==> config.mk <==
export PLATFORM = sky130hd
export DESIGN_NAME = mem_stage
export DESIGN_NICKNAME = d
export VERILOG_FILES = /design/src/rtl/mem_stage.sv
export SDC_FILE = /design/constraint.sdc
export NUM_CORES = 1
export LEC_CHECK = 0
export BUFFER_PORTS_ARGS = -buffer_cell sky130_fd_sc_hd__buf_2
export CORE_AREA = 2 2 176 178
export CTS_CLUSTER_SIZE = 16
export DETAILED_ROUTE_END_ITERATION = 10
export DIE_AREA = 0 0 178 180
export SETUP_SLACK_MARGIN = 0.1
export SYNTH_ARGS = -nofsm -noshare
export SYNTH_HDL_FRONTEND = slang
export SYNTH_SLANG_ARGS = --single-unit
==> constraint.sdc <==
create_clock -name i_clk -period 4 [get_ports i_clk]
set_clock_uncertainty 0.2 [all_clocks]
set_input_delay 0.6 -clock i_clk [delete_from_list [all_inputs] [get_ports i_clk]]
set_output_delay 0.6 -clock i_clk [all_outputs]
set_load 0.05 [all_outputs]
==> src/rtl/mem_stage.sv <==
// mem_stage: pipeline MEM stage. Issues data-memory requests over a
// req/ready/rvld port, aligns store lanes, extends load data, flags
// misaligned accesses and stalls upstream while an access is pending.
// Holds the MEM/WB register; o_wb_data is also the EX forward source.
// Ports:
//   i_clk, i_rst          clock, synchronous active-high reset
//   i_vld .. i_nxt_pc     EX/MEM register contents
//   o_stall               hold EX/MEM and earlier stages
//   o_dmem_* / i_dmem_*   data-memory request/response port
//   o_vld .. o_nxt_pc     MEM/WB register
//   o_misalign, o_bus_err retire status
// Optional: define MEM_TIMEOUT_EN to abort loads that wait
// TIMEOUT_CYCLES in RESP (retire with o_bus_err=1).
module mem_stage #(
  parameter int unsigned TIMEOUT_CYCLES = 64
) (
  input  logic        i_clk,
  input  logic        i_rst,
  input  logic        i_vld,
  input  logic [31:0] i_res,
  input  logic [31:0] i_dmem_addr,
  input  logic [31:0] i_dmem_wdata,
  input  logic [2:0]  i_opsel,
  input  logic        i_mem_read,
  input  logic        i_mem_write,
  input  logic        i_mem_reg,
  input  logic [4:0]  i_rd_waddr,
  input  logic        i_rd_wen,
  input  logic [31:0] i_inst,
  input  logic [31:0] i_pc,
  input  logic [31:0] i_nxt_pc,
  output logic        o_stall,
  output logic        o_dmem_req,
  output logic        o_dmem_we,
  output logic [31:0] o_dmem_addr,
  output logic [31:0] o_dmem_wdata,
  output logic [3:0]  o_dmem_mask,
  input  logic        i_dmem_ready,
  input  logic        i_dmem_rvld,
  input  logic [31:0] i_dmem_rdata,
  output logic        o_vld,
  output logic [4:0]  o_rd_waddr,
  output logic        o_rd_wen,
  output logic [31:0] o_wb_data,
  output logic [31:0] o_inst,
  output logic [31:0] o_pc,
  output logic [31:0] o_nxt_pc,
  output logic        o_misalign,
  output logic        o_bus_err
);

  typedef enum logic {
    S_IDLE,
    S_RESP
  } state_t;

  state_t state_q, state_d;

  logic        is_b, is_h, is_w;
  logic        is_bu, is_hu;
  logic        mem_acc;
  logic        misalign;
  logic        memop;
  logic        done;
  logic        bus_err;
  logic        timeout;
  logic [1:0]  a_lo;
  logic [7:0]  ld_b;
  logic [15:0] ld_h;
  logic [31:0] ld_ext;
  logic [31:0] st_data;
  logic [3:0]  st_mask;

  logic        vld_d, vld_q;
  logic [4:0]  rd_waddr_d, rd_waddr_q;
  logic        rd_wen_d, rd_wen_q;
  logic [31:0] wb_data_d, wb_data_q;
  logic [31:0] inst_d, inst_q;
  logic [31:0] pc_d, pc_q;
  logic [31:0] nxt_pc_d, nxt_pc_q;
  logic        misalign_d, misalign_q;
  logic        bus_err_d, bus_err_q;

  assign a_lo  = i_dmem_addr[1:0];
  assign is_b  = (i_opsel == 3'b000);
  assign is_h  = (i_opsel == 3'b001);
  assign is_w  = (i_opsel == 3'b010);
  assign is_bu = (i_opsel == 3'b100);
  assign is_hu = (i_opsel == 3'b101);

  assign mem_acc  = i_mem_read | i_mem_write;
  assign misalign = mem_acc &
                    (((is_h | is_hu) & a_lo[0]) |
                     (is_w & (a_lo != 2'b00)));
  assign memop    = i_vld & mem_acc & ~misalign;

`ifdef MEM_TIMEOUT_EN
  logic [7:0] cnt_d, cnt_q;

  // Held at zero while idle, so it starts from zero on RESP entry.
  always_comb begin
    cnt_d = cnt_q;
    if (state_q == S_IDLE)
      cnt_d = 8'd0;
    else if (!i_dmem_rvld)
      cnt_d = cnt_q + 8'd1;
  end

  assign timeout = (state_q == S_RESP) & ~i_dmem_rvld &
                   (cnt_q == 8'(TIMEOUT_CYCLES - 1));

  always_ff @(posedge i_clk) begin
    if (i_rst) cnt_q <= 8'd0;
    else       cnt_q <= cnt_d;
  end
`else
  logic unused_tmo;
  assign unused_tmo = (TIMEOUT_CYCLES != 0);
  assign timeout    = 1'b0;
`endif

  always_comb begin
    state_d    = state_q;
    o_dmem_req = 1'b0;
    done       = 1'b0;
    bus_err    = 1'b0;
    unique case (state_q)
      S_IDLE: begin
        o_dmem_req = memop;
        if (memop && i_dmem_ready) begin
          if (i_mem_write) done = 1'b1;
          else state_d = S_RESP;
        end
      end
      S_RESP: begin
        if (i_dmem_rvld) begin
          done    = 1'b1;
          state_d = S_IDLE;
        end else if (timeout) begin
          done    = 1'b1;
          bus_err = 1'b1;
          state_d = S_IDLE;
        end
      end
      default: state_d = S_IDLE;
    endcase
  end

  assign o_stall = memop & ~done;

  assign ld_b = 8'(i_dmem_rdata >> {a_lo, 3'b000});
  assign ld_h = a_lo[1] ? i_dmem_rdata[31:16]
                        : i_dmem_rdata[15:0];

  always_comb begin
    ld_ext = i_dmem_rdata;
    unique case (1'b1)
      is_b:    ld_ext = {{24{ld_b[7]}}, ld_b};
      is_h:    ld_ext = {{16{ld_h[15]}}, ld_h};
      is_bu:   ld_ext = {24'd0, ld_b};
      is_hu:   ld_ext = {16'd0, ld_h};
      default: ld_ext = i_dmem_rdata;
    endcase
  end

  always_comb begin
    st_data = i_dmem_wdata;
    st_mask = 4'h0;
    unique case (1'b1)
      is_b: begin
        st_data = {4{i_dmem_wdata[7:0]}};
        st_mask = 4'b0001 << a_lo;
      end
      is_h: begin
        st_data = {2{i_dmem_wdata[15:0]}};
        st_mask = 4'b0011 << {a_lo[1], 1'b0};
      end
      is_w: begin
        st_data = i_dmem_wdata;
        st_mask = 4'hF;
      end
      default: begin
        st_data = i_dmem_wdata;
        st_mask = 4'h0;
      end
    endcase
  end

  assign o_dmem_we    = i_mem_write;
  assign o_dmem_addr  = {i_dmem_addr[31:2], 2'b00};
  assign o_dmem_wdata = st_data;
  assign o_dmem_mask  = i_mem_write ? st_mask : 4'h0;

  always_comb begin
    vld_d      = i_vld & ~o_stall;
    rd_waddr_d = i_rd_waddr;
    rd_wen_d   = i_rd_wen & i_vld & ~o_stall &
                 ~misalign & ~bus_err;
    wb_data_d  = i_mem_reg ? ld_ext : i_res;
    inst_d     = i_inst;
    pc_d       = i_pc;
    nxt_pc_d   = i_nxt_pc;
    misalign_d = i_vld & ~o_stall & misalign;
    bus_err_d  = bus_err;
  end

  always_ff @(posedge i_clk) begin
    if (i_rst) begin
      state_q    <= S_IDLE;
      vld_q      <= 1'b0;
      rd_waddr_q <= 5'd0;
      rd_wen_q   <= 1'b0;
      wb_data_q  <= 32'd0;
      inst_q     <= 32'd0;
      pc_q       <= 32'd0;
      nxt_pc_q   <= 32'd0;
      misalign_q <= 1'b0;
      bus_err_q  <= 1'b0;
    end else begin
      state_q    <= state_d;
      vld_q      <= vld_d;
      rd_waddr_q <= rd_waddr_d;
      rd_wen_q   <= rd_wen_d;
      wb_data_q  <= wb_data_d;
      inst_q     <= inst_d;
      pc_q       <= pc_d;
      nxt_pc_q   <= nxt_pc_d;
      misalign_q <= misalign_d;
      bus_err_q  <= bus_err_d;
    end
  end

  assign o_vld      = vld_q;
  assign o_rd_waddr = rd_waddr_q;
  assign o_rd_wen   = rd_wen_q;
  assign o_wb_data  = wb_data_q;
  assign o_inst     = inst_q;
  assign o_pc       = pc_q;
  assign o_nxt_pc   = nxt_pc_q;
  assign o_misalign = misalign_q;
  assign o_bus_err  = bus_err_q;

endmodule

# After elaboration in Yosys (flattened, before gate mapping)

Index checks and enable logic that the tools add are counted.

Bits in registers: 137
Input port bits: 241
Output and inout port bits: 208

Equal/unequal tests: 4
Shift operators: 3
Multiplexer cells: 15
Bitwise operators: 18
Reduce and logical (&&, ||, !) cells: 3

Operators with widths:

| operator                                            | number |
|---|---|
| one-hot mux 32 bit (4 select lines)                 | 1 |
| one-hot mux 32 bit (2 select lines)                 | 1 |
| 2-to-1 mux 32 bit                                   | 1 |
| >> shifter 32 x 5 -> 8 bit                          | 1 |
| 2-to-1 mux 16 bit                                   | 1 |
| one-hot mux 4 bit (3 select lines)                  | 1 |
| bitwise AND 1 bit                                   | 11 |
| 2-to-1 mux 1 bit                                    | 7 |
| equality test 3 bit, second input constant          | 2 |
| 2-to-1 mux 4 bit                                    | 1 |
| NOT 1 bit                                           | 4 |
| one-hot mux 1 bit (2 select lines)                  | 2 |
| left shift 1 x 2 -> 4 bit, first input constant     | 1 |
| left shift 2 x 2 -> 4 bit, first input constant     | 1 |
| equality test 3 x 1 -> 1 bit, second input constant | 1 |
| equality test 3 x 2 -> 1 bit, second input constant | 1 |
| zero test 3 bit                                     | 1 |
| OR 1 bit                                            | 3 |
| nonzero test 2 bit                                  | 1 |
| logical AND 1 bit                                   | 1 |

# Depth between registers and ports, before layout

Word-level depth: 15
Depth in mapped cells: 7
Mapped depth without buffers: 4

# Least setup slack after synthesis

Ideal clock, no wire load.

Kind: input to output
From: input port i_dmem_addr[1]
To: output port o_dmem_req
Arrival: 2584 ps
Slack: 616 ps
Stages: 4
Buffers on the path: 1
Cell sequence: buf_6 > o21bai_1 > o31ai_1 > nor4b_1

Cells in the longest elaborated chain, start to end: 7

RTL lines:

| what               | RTL line | text |
|---|---|---|
| start: declaration | 21       | `input logic [31:0] i_dmem_addr,` |
| nonzero test 2 bit | 94       | `(is_w & (a_lo != 2'b00)));` |
| bitwise AND 1 bit  | 94       |  |
| OR 1 bit           | 93       | `(((is_h \| is_hu) & a_lo[0]) \|` |
| bitwise AND 1 bit  | 92       | `assign misalign = mem_acc &` |
| NOT 1 bit          | 95       | `assign memop = i_vld & mem_acc & ~misalign;` |
| bitwise AND 1 bit  | 95       |  |
| 2-to-1 mux 1 bit   | 127      | `unique case (state_q)` |
| end: declaration   | 33       | `output logic o_dmem_req,` |

Every way passes these cells.

# Worst setup path after layout

From: input port i_opsel[1]
To: output port o_dmem_wdata[24]

Cells in the longest elaborated chain, start to end: 2
Elaborated cells between the ends (all ways): 3

RTL lines:

| what                                                                   | RTL line | text |
|---|---|---|
| start: declaration                                                     | 23       | `input logic [2:0] i_opsel,` |
| equality test 3 x 1 -> 1 bit / zero test 3 bit (equally long branches) | 86, 85   |  |
| one-hot mux 32 bit (2 select lines) (*)                                | 169      | `unique case (1'b1)` |
| end: declaration                                                       | 36       | `output logic [31:0] o_dmem_wdata,` |

Every way passes the cells marked *; elsewhere a longest branch is shown, timed or not.

==> impl_metrics.csv <==
group,metric,value,unit
sta,max_slew.worst_pin.slew,0.876,ns
global_routing,first_global_vias,5069,
cells_and_area,layout.cells.most_common_list,"sky130_fd_sc_hd__buf_2, sky130_fd_sc_hd__dfxtp_1, sky130_fd_sc_hd__nor2b_1, sky130_fd_sc_hd__nand2_1, sky130_fd_sc_hd__nor2_1",
clocking,ctsResizeCount,0,
min_path,hold_path_class,"primary input to flop",
flow_run,max-cap-violations,0,
worst_setup_path,kind_of_launch_point_of_the_worst_setup_path,"primary input",
die,die_x,178,um
clocking,ctsHtreeMaxLevel,4,
pwr,power_leakage,3.96,nW
worst_setup_path,reg2reg_setup_slack,2.68,ns
global_routing,grt_util_met2,22.9,%
pwr,share_clk_of_total_power,41.7,%
cells_and_area,final_common_cell,"sky130_fd_sc_hd__buf_2",
pwr,cell_internal_power,0.00268,W
global_routing,grt_busiest_layer,"met2",
clocking,clock-sinks,137,
placed_design,gp_congestion,0.789,
clocking,postCtsSetupRepairBufs,0,
worst_setup_path,critical_path.reg2reg.startpoint,"state_q",
logic_synthesis,async_set_or_reset_flop_fraction_in_the_synthesized_netlist,0,%
min_path,min_to,"o_inst[8]",
die,placement_rows,64,
worst_setup_path,reg2reg_depth,4,
logic_synthesis,ys_warn_count,0,
cells_and_area,nNetsFinal,1135,
die,core-area,0.0302,mm^2
global_routing,grt_start_max_net_pins,88,
clocking,cts_tree,"built",
worst_setup_path,timing_worst_setup_path_type,"primary input to output pin",
logic_synthesis,proportion_of_synthesized_chip_area_in_sequential_cells,50.1,%
sta,slew-limit-headroom,41.6,%
pwr,power-per-cell-area,495,mW/mm^2
logic_synthesis,postSynth.topFlopCell,"sky130_fd_sc_hd__dfxtp_1",
logic_synthesis,syn_avg_cell_area,9.76,um^2
pwr,switching_share_of_power,33.0,%
clocking,clock_transition_at_the_registers_of_the_reported_paths,0.06,ns
placed_design,numPortBuffers,385,
logic_synthesis,synthDominantCellAreaShare,50.1,%
logic_synthesis,synth_seq_cells,137,
worst_setup_path,crit-reg2reg-capture,"o_vld",
pwr,p_switching,0.00132,W
route,drtPass1Iterations,4,
clocking,cts_inserted_buffers,17,
worst_setup_path,timing.critical_path.buf_inv,2,
worst_setup_path,crit_fanout,25,
global_routing,grtUsageMet1,13.2,%
die,die_height,180,um
route,drt.antenna.violating_nets,0,
pwr,seq_power_share,36.7,%
worst_setup_path,cells_along_the_critical_path,"buf_2 -> or2_1 -> nand2_1 -> o21ai_1 -> buf_2",
global_routing,grt_first_pass_wirelength,30000,um
worst_setup_path,critPathRequiredTime,3.20,ns
pwr,pwr-share-comb,21.6,%
clocking,clock-root-buffer,"sky130_fd_sc_hd__clkbuf_16",
worst_setup_path,timing.critical_path.from,"i_opsel[1]",
sta,setup_tns,0,ns
route,via_per_inst,3.96,
logic_synthesis,synth_area_leaders,"sky130_fd_sc_hd__dfxtp_1, sky130_fd_sc_hd__nor2b_1, sky130_fd_sc_hd__buf_4",
worst_setup_path,critical-path-top-cell-by-count,"sky130_fd_sc_hd__buf_2",
die,boundaryPins,449,
clocking,cts_hold_repair.buffers,0,
clocking,worstSkewPairLatency,0.43,ns
min_path,hold_start,"i_inst[8]",
clocking,ctsLongestPathBuffers,2,
sta,grt_setup_unrepaired,"no",
logic_synthesis,synth.cell_area,0.00547,mm^2
die,die-area,0.0320,mm^2
cells_and_area,synthToLayoutAreaGrowth,47.3,%
worst_setup_path,crit_family,"simple AND/OR/NAND/NOR gates",
pwr,worst_supply_voltage_drop_on_vdd,0.251,mV
outcome,status,"finished clean",
worst_setup_path,cpMaxStageDelayCell,"sky130_fd_sc_hd__or2_1",
global_routing,gr_ovfl_total,0,
sta,timing.final.max_slew_violations,0,
sta,final.period_utilization,76.5,%
worst_setup_path,worst_setup_path_end_kind,"output pin",
sta,time_the_final_worst_path_needs_with_i_o_delays_and_setup,3.06,ns
cells_and_area,drive_above_1_share,48.7,%
worst_setup_path,cp_slowest_stage_delay,0.75,ns
global_routing,grt.total_usage,12.9,%
sta,max_freq,327,MHz
route,detailedRoute.firstIterationViolations,201,
cells_and_area,utilization,26.7,%
sta,final-hold-violation-count,0,
placed_design,detailed_place_hpwl,17100,um
route,drc_errors,0,
worst_setup_path,critPathArrivalTime,2.26,ns
logic_synthesis,synth_enable_flop_cells,0,
route,num_vias,5172,
logic_synthesis,netlist.top_cell.by_area,"sky130_fd_sc_hd__dfxtp_1",
sta,finalSetupViolCount,0,
min_path,hold_path_depth,2,
route,avgRoutedWirePerCell,16.3,um
route,wl,21300,um
global_routing,groute.layer.met3.usage,5.25,%
logic_synthesis,yosysUniqueCellTypes,49,
global_routing,antenna_found_initial,9,
logic_synthesis,syn_inst,561,
die,initial_utilization,18.1,%
## metrics by stage
stage	cells	power [W]	worst slack [ns]	cell area, um^2	hold WS, ns
6_report	1305	0.00399	0.940	8070	0.174
5_1_grt	1303	0.00418	0.764	8060	0.143
4_1_cts	1303	0.00407	0.909	8060	0.139
3_5_place_dp	1271	0.00237	0.915	7440	0.316
3_3_place_gp	1271	0.00236	1.00	7440	0.296
2_1_floorplan	563	0.00219	0.616	5480	0.276
## metal layers
| metal | vias to the layer above | wire (um) | part of all wire [%] |
|---|---|---|---|
| li1 | 2502 | - | - |
| met1 | 2333 | 8060 | 38 |
| met2 | 264 | 10600 | 50 |
| met3 | 59 | 1970 | 9.2 |
| met4 | 14 | 609 | 2.9 |
| met5 | - | 95 | 0.45 |
## power groups by stage
| stage | Combinational, W | Sequential, W | Clock [W] |
|---|---|---|---|
| final | 0.000862 | 0.00147 | 0.00166 |
| after global routing | 0.000916 | 0.00147 | 0.00179 |
| after CTS | 0.000874 | 0.00147 | 0.00173 |
| after detailed placement | 0.000871 | 0.00150 | 0 |
| after global placement | 0.000868 | 0.00150 | 0 |
| after floorplan | 0.000399 | 0.00179 | 0 |
## cells by family (layout without fill, tap and decap cells)
kind of cell / after synthesis / after routing / share of synthesized area, %
flip-flops: 137 / 137 / 50.1
AO/OA/AOI/OAI: 91 / 91 / 12.6
buffers and inverters: 85 / 429 / 9.97
other: 1 / 5 / 0.0685
multiplexers: 29 / 29 / 5.65
AND/OR/NAND/NOR: 218 / 218 / 21.6
## how the worst max path moves through the flow
stage                                   to  slack [ns]  cells after the start
after detailed placement  o_dmem_wdata[24]        0.91                      5
after floorplan                 o_dmem_req        0.62                      4
after global placement    o_dmem_wdata[31]        1.00                      5
after global routing      o_dmem_wdata[26]        0.76                      5
after CTS                 o_dmem_wdata[24]        0.91                      5
final                     o_dmem_wdata[24]        0.94                      5
## cell usage after synthesis, drive strengths merged (8+ instances only)
master    n
a21oi    10
clkbuf   21
nor2     24
o21ai    28
nor2b   104
a211oi   25
nand2    54
nand3    16
o22ai     8
mux2i    20
mux2      9
buf      58
dfxtp   137
## area by class of cell
type	count	area [um^2]
clock buffers	20	467
multi-input cells	341	2190
repair buffers	391	1990
inverters	6	22.5
well taps	396	495
fillers	3276	22100
flip-flops and latches	137	2740
diodes	2	5.00
clock inverters	12	153
## worst register-to-register path, cell delays in order, from the launching register on
cell,delay [ns]
sky130_fd_sc_hd__dfxtp_1,0.40
sky130_fd_sc_hd__nor2b_1,0.08
sky130_fd_sc_hd__a221o_1,0.31
sky130_fd_sc_hd__a21oi_1,0.15
sky130_fd_sc_hd__nor2_1,0.07
## registers in the layout, summed over array words and instances, names as in the netlist
name        flops
o_inst         32
o_rd_wen        1
state_q         1
o_rd_waddr      5
o_wb_data      32
o_nxt_pc       32
o_pc           32
o_vld           1
o_misalign      1
(Power assumes the default switching activity.)
